## config.mk

```make
export PLATFORM = sky130hd
export DESIGN_NAME = load_store_unit_flat
export DESIGN_NICKNAME = d
export VERILOG_FILES = /design/src/rtl/load_store_unit_if.sv /design/src/rtl/load_store_unit.sv /design/src/flat_wrapper.sv
export SDC_FILE = /design/constraint.sdc
export NUM_CORES = 1
export LEC_CHECK = 0
export CORE_ASPECT_RATIO = 2
export CORE_MARGIN = 5
export CORE_UTILIZATION = 39
export DETAILED_ROUTE_END_ITERATION = 8
export GPL_ROUTABILITY_DRIVEN = 0
export GPL_TIMING_DRIVEN = 0
export PLACE_DENSITY = 0.84
export RECOVER_POWER = 100
export SLEW_MARGIN = 40
export SYNTH_ARGS = -nofsm -noshare
export SYNTH_HDL_FRONTEND = slang
export SYNTH_SLANG_ARGS = --single-unit
```

## constraint.sdc

```tcl
create_clock -name clk -period 1.8 [get_ports clk]
set_input_delay 0.36 -clock clk [delete_from_list [all_inputs] [get_ports clk]]
set_output_delay 0.36 -clock clk [all_outputs]
set_load 0.01 [all_outputs]
```

## src/rtl/load_store_unit_if.sv

```systemverilog
`default_nettype none
// ============================================================================
//  Module      : load_store_unit_if
//  Description : Request, memory-bus and response signals of the load/store
//                unit. The unit itself uses the slave modport.
//  Revision    : 1.0 - initial release
// ============================================================================
interface load_store_unit_if #(
    parameter int XLEN = 32
) ();
    logic              req_valid;
    logic              req_ready;
    logic [XLEN-1:0]   req_addr;
    logic [XLEN-1:0]   req_wdata;
    logic              req_we;
    logic [2:0]        req_funct3;
    logic [4:0]        req_rd;
    logic              flush;

    logic              mem_req;
    logic              mem_we;
    logic [XLEN-1:0]   mem_addr;
    logic [XLEN-1:0]   mem_wdata;
    logic [XLEN/8-1:0] mem_wstrb;
    logic              mem_ack;
    logic [XLEN-1:0]   mem_rdata;

    logic              resp_valid;
    logic              resp_ready;
    logic [XLEN-1:0]   resp_data;
    logic [4:0]        resp_rd;
    logic              resp_misaligned;
    logic              resp_illegal;

    modport slave (
        input  req_valid, req_addr, req_wdata, req_we, req_funct3, req_rd, flush,
        input  mem_ack, mem_rdata, resp_ready,
        output req_ready,
        output mem_req, mem_we, mem_addr, mem_wdata, mem_wstrb,
        output resp_valid, resp_data, resp_rd, resp_misaligned, resp_illegal
    );

    modport master (
        output req_valid, req_addr, req_wdata, req_we, req_funct3, req_rd, flush,
        output mem_ack, mem_rdata, resp_ready,
        input  req_ready,
        input  mem_req, mem_we, mem_addr, mem_wdata, mem_wstrb,
        input  resp_valid, resp_data, resp_rd, resp_misaligned, resp_illegal
    );
endinterface
`default_nettype wire

```

## src/rtl/load_store_unit.sv

```systemverilog
`default_nettype none
// ============================================================================
//  Module      : load_store_unit
//  Description : Single-outstanding RISC-V load/store unit with lane
//                replication, byte strobes, load extension and flush handling.
//  Revision    : 1.0 - initial release
// ============================================================================
module load_store_unit #(
    parameter int XLEN = 32
) (
    input  logic             clk,
    input  logic             reset,
    load_store_unit_if.slave bus
);
    localparam int c_NB    = XLEN / 8;
    localparam int c_OFFW  = $clog2(c_NB);
    localparam bit c_IS64  = (XLEN == 64);

    localparam logic [1:0] c_S_IDLE = 2'd0;
    localparam logic [1:0] c_S_WAIT = 2'd1;
    localparam logic [1:0] c_S_RESP = 2'd2;

    generate
        if (XLEN != 32 && XLEN != 64) begin : g_bad_xlen
            $error("load_store_unit: XLEN must be 32 or 64");
        end
    endgenerate

    logic [1:0]       r_state;
    logic             r_flushed;
    logic [c_OFFW-1:0] r_off;
    logic             r_we;
    logic [2:0]       r_funct3;

    logic             r_mem_req;
    logic             r_mem_we;
    logic [XLEN-1:0]  r_mem_addr;
    logic [XLEN-1:0]  r_mem_wdata;
    logic [c_NB-1:0]  r_mem_wstrb;

    logic             r_resp_valid;
    logic [XLEN-1:0]  r_resp_data;
    logic [4:0]       r_resp_rd;
    logic             r_resp_mis;
    logic             r_resp_ill;

    logic             w_req_ready;
    logic             w_accept;
    logic [c_OFFW-1:0] w_off;
    logic             w_legal;
    logic             w_misaligned;
    logic [XLEN-1:0]  w_store_data;
    logic [c_NB-1:0]  w_size_mask;
    logic [c_NB-1:0]  w_store_mask;
    logic [XLEN-1:0]  w_lane;
    logic [XLEN-1:0]  w_word_s;
    logic [XLEN-1:0]  w_word_u;
    logic [XLEN-1:0]  w_load;

    assign w_req_ready = (r_state == c_S_IDLE) && !bus.flush;
    assign w_accept    = bus.req_valid && w_req_ready;
    assign w_off       = bus.req_addr[c_OFFW-1:0];

    // Legality depends on direction: unsigned and LWU forms exist only for loads
    always_comb begin
        w_legal = 1'b0;
        case (bus.req_funct3)
            3'b000, 3'b001, 3'b010: w_legal = 1'b1;
            3'b011:                 w_legal = c_IS64;
            3'b100, 3'b101:         w_legal = !bus.req_we;
            3'b110:                 w_legal = !bus.req_we && c_IS64;
            default:                w_legal = 1'b0;
        endcase
    end

    always_comb begin
        w_store_data = bus.req_wdata;
        w_size_mask  = {c_NB{1'b1}};
        w_misaligned = 1'b0;
        case (bus.req_funct3[1:0])
            2'd0: begin
                w_store_data = {c_NB{bus.req_wdata[7:0]}};
                w_size_mask  = c_NB'(1);
                w_misaligned = 1'b0;
            end
            2'd1: begin
                w_store_data = {(XLEN/16){bus.req_wdata[15:0]}};
                w_size_mask  = c_NB'(3);
                w_misaligned = bus.req_addr[0];
            end
            2'd2: begin
                w_store_data = {(XLEN/32){bus.req_wdata[31:0]}};
                w_size_mask  = c_NB'(15);
                w_misaligned = |bus.req_addr[1:0];
            end
            default: begin
                w_store_data = bus.req_wdata;
                w_size_mask  = {c_NB{1'b1}};
                w_misaligned = |bus.req_addr[2:0];
            end
        endcase
    end

    assign w_store_mask = w_size_mask << w_off;

    // Addressed lane lands in the low bits before extension
    assign w_lane = bus.mem_rdata >> {r_off, 3'b000};

    generate
        if (c_IS64) begin : g_word64
            assign w_word_s = {{(XLEN-32){w_lane[31]}}, w_lane[31:0]};
            assign w_word_u = {{(XLEN-32){1'b0}}, w_lane[31:0]};
        end else begin : g_word32
            assign w_word_s = w_lane;
            assign w_word_u = w_lane;
        end
    endgenerate

    always_comb begin
        w_load = w_lane;
        case (r_funct3)
            3'b000:  w_load = {{(XLEN-8){w_lane[7]}}, w_lane[7:0]};
            3'b001:  w_load = {{(XLEN-16){w_lane[15]}}, w_lane[15:0]};
            3'b010:  w_load = w_word_s;
            3'b100:  w_load = {{(XLEN-8){1'b0}}, w_lane[7:0]};
            3'b101:  w_load = {{(XLEN-16){1'b0}}, w_lane[15:0]};
            3'b110:  w_load = w_word_u;
            default: w_load = w_lane;
        endcase
    end

    always_ff @(posedge clk) begin
        if (reset) begin
            r_state      <= c_S_IDLE;
            r_flushed    <= 1'b0;
            r_off        <= '0;
            r_we         <= 1'b0;
            r_funct3     <= 3'b000;
            r_mem_req    <= 1'b0;
            r_mem_we     <= 1'b0;
            r_mem_addr   <= '0;
            r_mem_wdata  <= '0;
            r_mem_wstrb  <= '0;
            r_resp_valid <= 1'b0;
            r_resp_data  <= '0;
            r_resp_rd    <= 5'd0;
            r_resp_mis   <= 1'b0;
            r_resp_ill   <= 1'b0;
        end else begin
            case (r_state)
                c_S_IDLE: begin
                    r_flushed <= 1'b0;
                    if (w_accept) begin
                        r_off     <= w_off;
                        r_we      <= bus.req_we;
                        r_funct3  <= bus.req_funct3;
                        r_resp_rd <= bus.req_rd;
                        if (!w_legal || w_misaligned) begin
                            r_state      <= c_S_RESP;
                            r_resp_valid <= 1'b1;
                            r_resp_data  <= '0;
                            r_resp_ill   <= !w_legal;
                            r_resp_mis   <= w_legal && w_misaligned;
                        end else begin
                            r_state     <= c_S_WAIT;
                            r_mem_req   <= 1'b1;
                            r_mem_we    <= bus.req_we;
                            r_mem_addr  <= {bus.req_addr[XLEN-1:c_OFFW], {c_OFFW{1'b0}}};
                            r_mem_wdata <= bus.req_we ? w_store_data : '0;
                            r_mem_wstrb <= bus.req_we ? w_store_mask : '0;
                        end
                    end
                end
                c_S_WAIT: begin
                    if (bus.mem_ack) begin
                        r_mem_req   <= 1'b0;
                        r_mem_we    <= 1'b0;
                        r_mem_wstrb <= '0;
                        // A flush seen at any point during the bus op swallows its result
                        if (r_flushed || bus.flush) begin
                            r_state   <= c_S_IDLE;
                            r_flushed <= 1'b0;
                        end else begin
                            r_state      <= c_S_RESP;
                            r_resp_valid <= 1'b1;
                            r_resp_data  <= r_we ? '0 : w_load;
                            r_resp_ill   <= 1'b0;
                            r_resp_mis   <= 1'b0;
                        end
                    end else if (bus.flush) begin
                        r_flushed <= 1'b1;
                    end
                end
                c_S_RESP: begin
                    if (bus.flush || bus.resp_ready) begin
                        r_state      <= c_S_IDLE;
                        r_resp_valid <= 1'b0;
                    end
                end
                default: begin
                    r_state <= c_S_IDLE;
                end
            endcase
        end
    end

    assign bus.req_ready       = w_req_ready;
    assign bus.mem_req         = r_mem_req;
    assign bus.mem_we          = r_mem_we;
    assign bus.mem_addr        = r_mem_addr;
    assign bus.mem_wdata       = r_mem_wdata;
    assign bus.mem_wstrb       = r_mem_wstrb;
    assign bus.resp_valid      = r_resp_valid;
    assign bus.resp_data       = r_resp_data;
    assign bus.resp_rd         = r_resp_rd;
    assign bus.resp_misaligned = r_resp_mis;
    assign bus.resp_illegal    = r_resp_ill;

endmodule
`default_nettype wire

```

## src/flat_wrapper.sv

```systemverilog
// flat-port wrapper written by rule: the top's interface ports become plain ports
module load_store_unit_flat 
#(
    parameter int XLEN = 32
)
  (clk, reset, bus_req_valid, bus_req_addr, bus_req_wdata, bus_req_we, bus_req_funct3, bus_req_rd, bus_flush, bus_mem_ack, bus_mem_rdata, bus_resp_ready, bus_req_ready, bus_mem_req, bus_mem_we, bus_mem_addr, bus_mem_wdata, bus_mem_wstrb, bus_resp_valid, bus_resp_data, bus_resp_rd, bus_resp_misaligned, bus_resp_illegal);
  load_store_unit_if #(.XLEN(XLEN)) bus_i ();
  input  logic clk;
  input  logic reset;
  input wire logic [$bits(bus_i.req_valid)-1:0] bus_req_valid;
  input wire logic [$bits(bus_i.req_addr)-1:0] bus_req_addr;
  input wire logic [$bits(bus_i.req_wdata)-1:0] bus_req_wdata;
  input wire logic [$bits(bus_i.req_we)-1:0] bus_req_we;
  input wire logic [$bits(bus_i.req_funct3)-1:0] bus_req_funct3;
  input wire logic [$bits(bus_i.req_rd)-1:0] bus_req_rd;
  input wire logic [$bits(bus_i.flush)-1:0] bus_flush;
  input wire logic [$bits(bus_i.mem_ack)-1:0] bus_mem_ack;
  input wire logic [$bits(bus_i.mem_rdata)-1:0] bus_mem_rdata;
  input wire logic [$bits(bus_i.resp_ready)-1:0] bus_resp_ready;
  output wire logic [$bits(bus_i.req_ready)-1:0] bus_req_ready;
  output wire logic [$bits(bus_i.mem_req)-1:0] bus_mem_req;
  output wire logic [$bits(bus_i.mem_we)-1:0] bus_mem_we;
  output wire logic [$bits(bus_i.mem_addr)-1:0] bus_mem_addr;
  output wire logic [$bits(bus_i.mem_wdata)-1:0] bus_mem_wdata;
  output wire logic [$bits(bus_i.mem_wstrb)-1:0] bus_mem_wstrb;
  output wire logic [$bits(bus_i.resp_valid)-1:0] bus_resp_valid;
  output wire logic [$bits(bus_i.resp_data)-1:0] bus_resp_data;
  output wire logic [$bits(bus_i.resp_rd)-1:0] bus_resp_rd;
  output wire logic [$bits(bus_i.resp_misaligned)-1:0] bus_resp_misaligned;
  output wire logic [$bits(bus_i.resp_illegal)-1:0] bus_resp_illegal;
  assign bus_i.req_valid = bus_req_valid;
  assign bus_i.req_addr = bus_req_addr;
  assign bus_i.req_wdata = bus_req_wdata;
  assign bus_i.req_we = bus_req_we;
  assign bus_i.req_funct3 = bus_req_funct3;
  assign bus_i.req_rd = bus_req_rd;
  assign bus_i.flush = bus_flush;
  assign bus_i.mem_ack = bus_mem_ack;
  assign bus_i.mem_rdata = bus_mem_rdata;
  assign bus_i.resp_ready = bus_resp_ready;
  assign bus_req_ready = bus_i.req_ready;
  assign bus_mem_req = bus_i.mem_req;
  assign bus_mem_we = bus_i.mem_we;
  assign bus_mem_addr = bus_i.mem_addr;
  assign bus_mem_wdata = bus_i.mem_wdata;
  assign bus_mem_wstrb = bus_i.mem_wstrb;
  assign bus_resp_valid = bus_i.resp_valid;
  assign bus_resp_data = bus_i.resp_data;
  assign bus_resp_rd = bus_i.resp_rd;
  assign bus_resp_misaligned = bus_i.resp_misaligned;
  assign bus_resp_illegal = bus_i.resp_illegal;
  load_store_unit #(.XLEN(XLEN)) u_core (.clk(clk), .reset(reset), .bus(bus_i));
endmodule
```

# Word level (Yosys, flattened, before mapping)
# Cells that the tools add are included.
# word_totals
reg_bits,117
latchBits,0
mem_bits_rw,0
rom_bits,0
input_bits,111
output_inout_bits,111
wordCells,111
mem_count,0
# classes
addsub,0
mul,0
n_div,0
n_lt_le_gt_ge,0
n_eq_ne,19
shifts,2
n_mux,48
bitwise,1
n_reduce_logical,26
# op_table
op,count
$mux 32,6
$pmux 32 s2,2
$pmux 32 s4,1
$shr 32x5->32,1
$mux 1,19
$mux 4,4
$pmux 4 s2,2
$eq 3x3->1 const B,4
$pmux 1 s2,6
$mux 2,5
$reduce_and 3->1,3
$ne 2x2->1 const B,4
$eq 3x1->1 const B,2
$logic_not 3->1,2
$pmux 1 s3,2
$pmux 2 s3,1
$reduce_and 6->1,1
$reduce_or 3->1,2
$reduce_and 5->1,1
$eq 2x1->1 const B,2
$eq 2x2->1 const B,2
$logic_not 2->1,2
$ne 2x1->1 const B,2
$reduce_and 4->1,1
12 further kinds,19

# Longest topological paths before layout
# depth
word_depth,8
depth_mapped,7

# Least setup slack after synthesis
# Ideal clock, no wire load.
# synth_path
kind,reg-to-reg
startpoint,reg u_core.r_state[0]
endpoint,"reg u_core.r_resp_data[24], in the netlist u_core.bus.resp_data[24]"
setup_ps,122
arrival_ps,1810
setup_slack_ps,-132
path_stages_with_launch,8
path_cell_list,dfxtp_1 buf_6 or4b_1 buf_2 nor3_4 nor2_1 buf_2 a221o_1
# synth_between
elab_chain_len,5
word_cells_on_any_way,11
# synth_lines
item,line,rtl
from (decl),load_store_unit.sv:29,logic [1:0] r_state;
from (signal assigned),load_store_unit.sv:134,r_state <= c_S_IDLE;
from (signal assigned),load_store_unit.sv:159,r_state <= c_S_RESP;
from (signal assigned),load_store_unit.sv:165,r_state <= c_S_WAIT;
$logic_not 2->1,"load_store_unit.sv:60, load_store_unit.sv:150",
$logic_and 1x1->1,load_store_unit.sv:60,assign w_req_ready = (r_state == c_S_IDLE) && !bus.flush;
$logic_and 1x1->1,load_store_unit.sv:61,assign w_accept = bus.req_valid && w_req_ready;
$ne 2x1->1 (no source line),-,
$reduce_and 5->1 (no source line),-,
to (signal assigned),load_store_unit.sv:186,r_resp_data <= r_we ? '0 : w_load;
to (decl),load_store_unit.sv:42,logic [XLEN-1:0] r_resp_data;
# Parallel ways exist; a longest one is shown, timed or not.
# A chain may end at the register's enable or synchronous reset.

# Worst setup path after layout
# layout_path
startpoint,in bus_req_valid
endpoint,"reg u_core.r_resp_data[26], in the netlist u_core.bus.resp_data[26]"
# layout_between
elab_chain_len,3
# layout_lines
item,line,rtl
from (decl),flat_wrapper.sv:10,input wire logic [$bits(bus_i.req_valid)-1:0] bus_req_valid;
$logic_and 1x1->1,load_store_unit.sv:61,
$ne 2x1->1 (no source line),-,
$reduce_and 5->1 (no source line),-,
# No other way between the ends.

==> summary.md <==
| Metric | Value |
|---|---|
| DR DRC count | 0 |
| Clk Latency, worst-skew pair | 410 ps |
| Clock Tree Root | clkbuf_16 |
| Die ar. | between 0.015 and 0.02 mm^2 |
| Worst-case clock buffer depth | 2 |
| DP Wirelength | around 16,000 um |
| Largest net degree at the start of global routing | 17 |
| Slew Limit Headroom | around 63% |
| Netlist Area Pre-Place | about 0.0054 mm^2 |
| Hold Crit Depth | 3 |
| WP data required | roughly 2100 ps |
| Critical path data arrival time | ~2200 ps |
| Max VDD drop | ~0.00067 V |
| Vias/cell | approximately 5.6 |
| Reg-to-Reg Start | u_core.r_state[0] |
| Kind of start point of the critical path | primary input |
| Post-synth top area cell | dfxtp_1 |
| Final Hold Viols | 0 |
| Share of the synthesized area in the top cell type | a little over two fifths |
| Vias | 5,951 |
| Initial DRC count | between 300 and 400 |
| Starting Density | around 40% |
| # setup viols final | 50 |
| PD cells | approximately 770 mW/mm^2 |
| Placed insts | a little over 1,000 |
| First-pass GRT wire length | ~32,000 um |
| Synth Register Bits | about 120 |
| CP Max Fanout | 5 |
| Failing checks | negative setup slack |
| Final cell count without fillers | ~1,100 |
| Final setup skew | roughly 10 ps |
| R2R depth | 7 |
| Layout cells sized above 1 | around a fifth |
| Clock sink total | about 120 |
| Hold crit path type | primary input to flop |
| # hold bufs at CTS | 0 |
| Worst r2r dst | u_core.bus.resp_data[26] |
| Async SR Flop Fraction | 0% |
| Fin crit period | around 1900 ps |
| Ys Warns | 0 |
| Ports | 222 |
| Post-synth EDFFs | 0 |
| Area grow syn2layout | 71.8% |
| CP Capture Type | flop |
| Gr usage total | between 20% and 30% |
| Antenna viol nets, final | 0 |
| IO buf count | between 200 and 250 |
| Post-layout util | between 60% and 70% |
| Status | finished with violations |
| Drt pass-1 iters | 5 |
| Top_reg_cell synth | dfxtp_1 |
| Gr ovfl total | 0 |
| Sequential share of the synthesized area | between 40% and 50% |
| Synth cell count leaders | 129 x nand2_1, 117 x dfxtp_1, 100 x a21oi_1 |
| H-tree levels | 4 |
| Final WS setup | -95.3 ps |
| Worst-path clk slew | about 60 ps |
| Worst Max-Slew Pin Slew | ~560 ps |
| CTS tree | yes |
| Synth area leaders | dfxtp_1 44%, a21oi_1 9.4%, nand2_1 9.0% |
| CTS Buf Count | 17 |
| Die Width | about 93 um |
| Post-Syn Instances | ~630 |
| Fmax | roughly 530 MHz |
| Core area | between 0.01 and 0.015 mm^2 |
| Max cap viols | 0 |
| Syn Area/Cell | 8.44 um^2 |
| Critical Path End | u_core.bus.resp_data[26] |
| Fillers | approximately 1,000 |
| Row count | 60 |
| WS Path Type | primary input to flop |
| Die Ht | between 150 and 200 um |
| Slew Limit Fails | 0 |
| N_diodes | 0 |
| Avg WL per Cell | between 20 and 25 um |
| Final WL | roughly 22,000 um |
| Critical Path Source | bus_req_valid |
| R2r setup slk | -90 ps |
| Net count, final | between 1,000 and 1,500 |
| Most frequent cell after synthesis | nand2_1 |
| Number of global-route vias before repair | between 5,000 and 6,000 |
| Netlist cell types | between 50 and 60 |
| Tcrit/Tclk final | 105% |
| Leakage power | roughly 3.5 nW |
| Initial antenna violation count | 0 |
| RSZ-0062 raised after global routing | true |
-- critical path: stages --
cell and delay [ps]:
clkdlybuf4s50_1 470, or4b_4 540, nor3_4 180, buf_12 140, buf_6 100, buf_6 110, o211ai_1 170, o311ai_1 130
-- worst min-delay path by stage --
stage	from	end	slack (ps)
2_1_floorplan	u_core.r_funct3[0]	u_core.r_funct3[0]	450
3_3_place_gp	u_core.bus.mem_we	u_core.bus.mem_we	440
3_5_place_dp	u_core.bus.mem_we	u_core.bus.mem_we	440
4_1_cts	bus_req_addr[1]	u_core.r_off[1]	400
5_1_grt	bus_req_addr[1]	u_core.r_off[1]	430
6_report	bus_req_addr[1]	u_core.r_off[1]	400
-- flip-flops by register name (all words and copies together) (netlist names) --
signal,cells
u_core.bus.mem_wdata,32
u_core.bus.resp_data,32
u_core.bus.mem_addr,30
u_core.bus.resp_rd,5
u_core.bus.mem_wstrb,4
u_core.r_funct3,3
u_core.r_off,2
u_core.r_state,2
u_core.bus.mem_req,1
u_core.bus.mem_we,1
u_core.bus.resp_illegal,1
u_core.bus.resp_misaligned,1
u_core.bus.resp_valid,1
u_core.r_flushed,1
u_core.r_we,1
-- final cells by class --
| cell class | count | area [um^2] | area share [%] |
|---|---|---|---|
| clock inverter | 13 | 124 | 1.35 |
| sequential | 117 | 2340 | 25.5 |
| buffer | 54 | 370 | 4.03 |
| multi-input combinational | 449 | 3180 | 34.6 |
| timing repair buffer | 242 | 2480 | 27.0 |
| inverter | 12 | 45.0 | 0.490 |
| clock buffer | 19 | 453 | 4.93 |
| tap | 155 | 194 | 2.11 |
-- cells by family (layout without fill, tap and decap cells) --
family                    count (synthesis)  in the layout  synth area share (%)
xor gates and xnor gates                  1              1                 0.164
DFF                                     117            117                  43.8
muxes                                    39             39                  8.13
buffers and inverters                    70            340                  5.63
and+or+nand+nor                         223            223                  19.8
other                                     1              2                0.0701
AOI/OAI and AO/OA                       183            184                  22.4
-- per-layer routing --
layer / vias up / track usage, % / wire [um]
met5: - / 0 / 0
met4: 0 / 17.5 / 1340
met3: 77 / 5.14 / 1320
met2: 275 / 47.5 / 11900
met1: 2820 / 23.6 / 7200
li1: 2779 / - / -
-- repair_timing --
| action | CTS | global route |
|---|---|---|
| gates resized for setup | 101 | 68 |
| pin swaps | 21 | 21 |
| gates cloned | 4 | 4 |
| endpoints found under the setup margin | 118 | 112 |
| setup buffers | 15 | 2 |
-- cells in the final DEF, fill, tap and decap left out, types with 13 or more instances in the layout --
cell and count:
buf_6 17, buf_4 13, nand3_1 26, mux2_2 16
nor2b_1 15, mux2i_1 14, o2bb2ai_1 15, dfxtp_1 115
clkdlybuf4s50_1 136, a21oi_1 81, clkbuf_2 15, a21oi_2 19
dlygate4sd3_1 76, clkbuf_16 20, a211o_1 15, nand2_1 129
-- report_power, final --
part           switching (mW)  internal (mW)  leakage, nW
clock network            1.33           1.98        0.265
registers              0.0311           2.65        0.947
logic                   0.564          0.570         2.27
total                    1.92           5.20         3.48
-- stage by stage --
step / setup TNS [ps] / hold slack, ps / worst slack, ps / total power [mW] / cell area, um^2
finish: -1230 / 397 / -95.3 / 7.12 / 9190
global route: -5120 / 430 / -132 / 7.34 / 9190
CTS: -1620 / 400 / -86.1 / 7.05 / 8840
detailed placement: -101340 / 441 / -1200 / 3.68 / 7790
global placement: -100200 / 437 / -1150 / 3.67 / 7780
floorplan: -411 / 450 / -20.4 / 3.16 / 5400
Note: power is estimated with default switching activity, not from simulation.
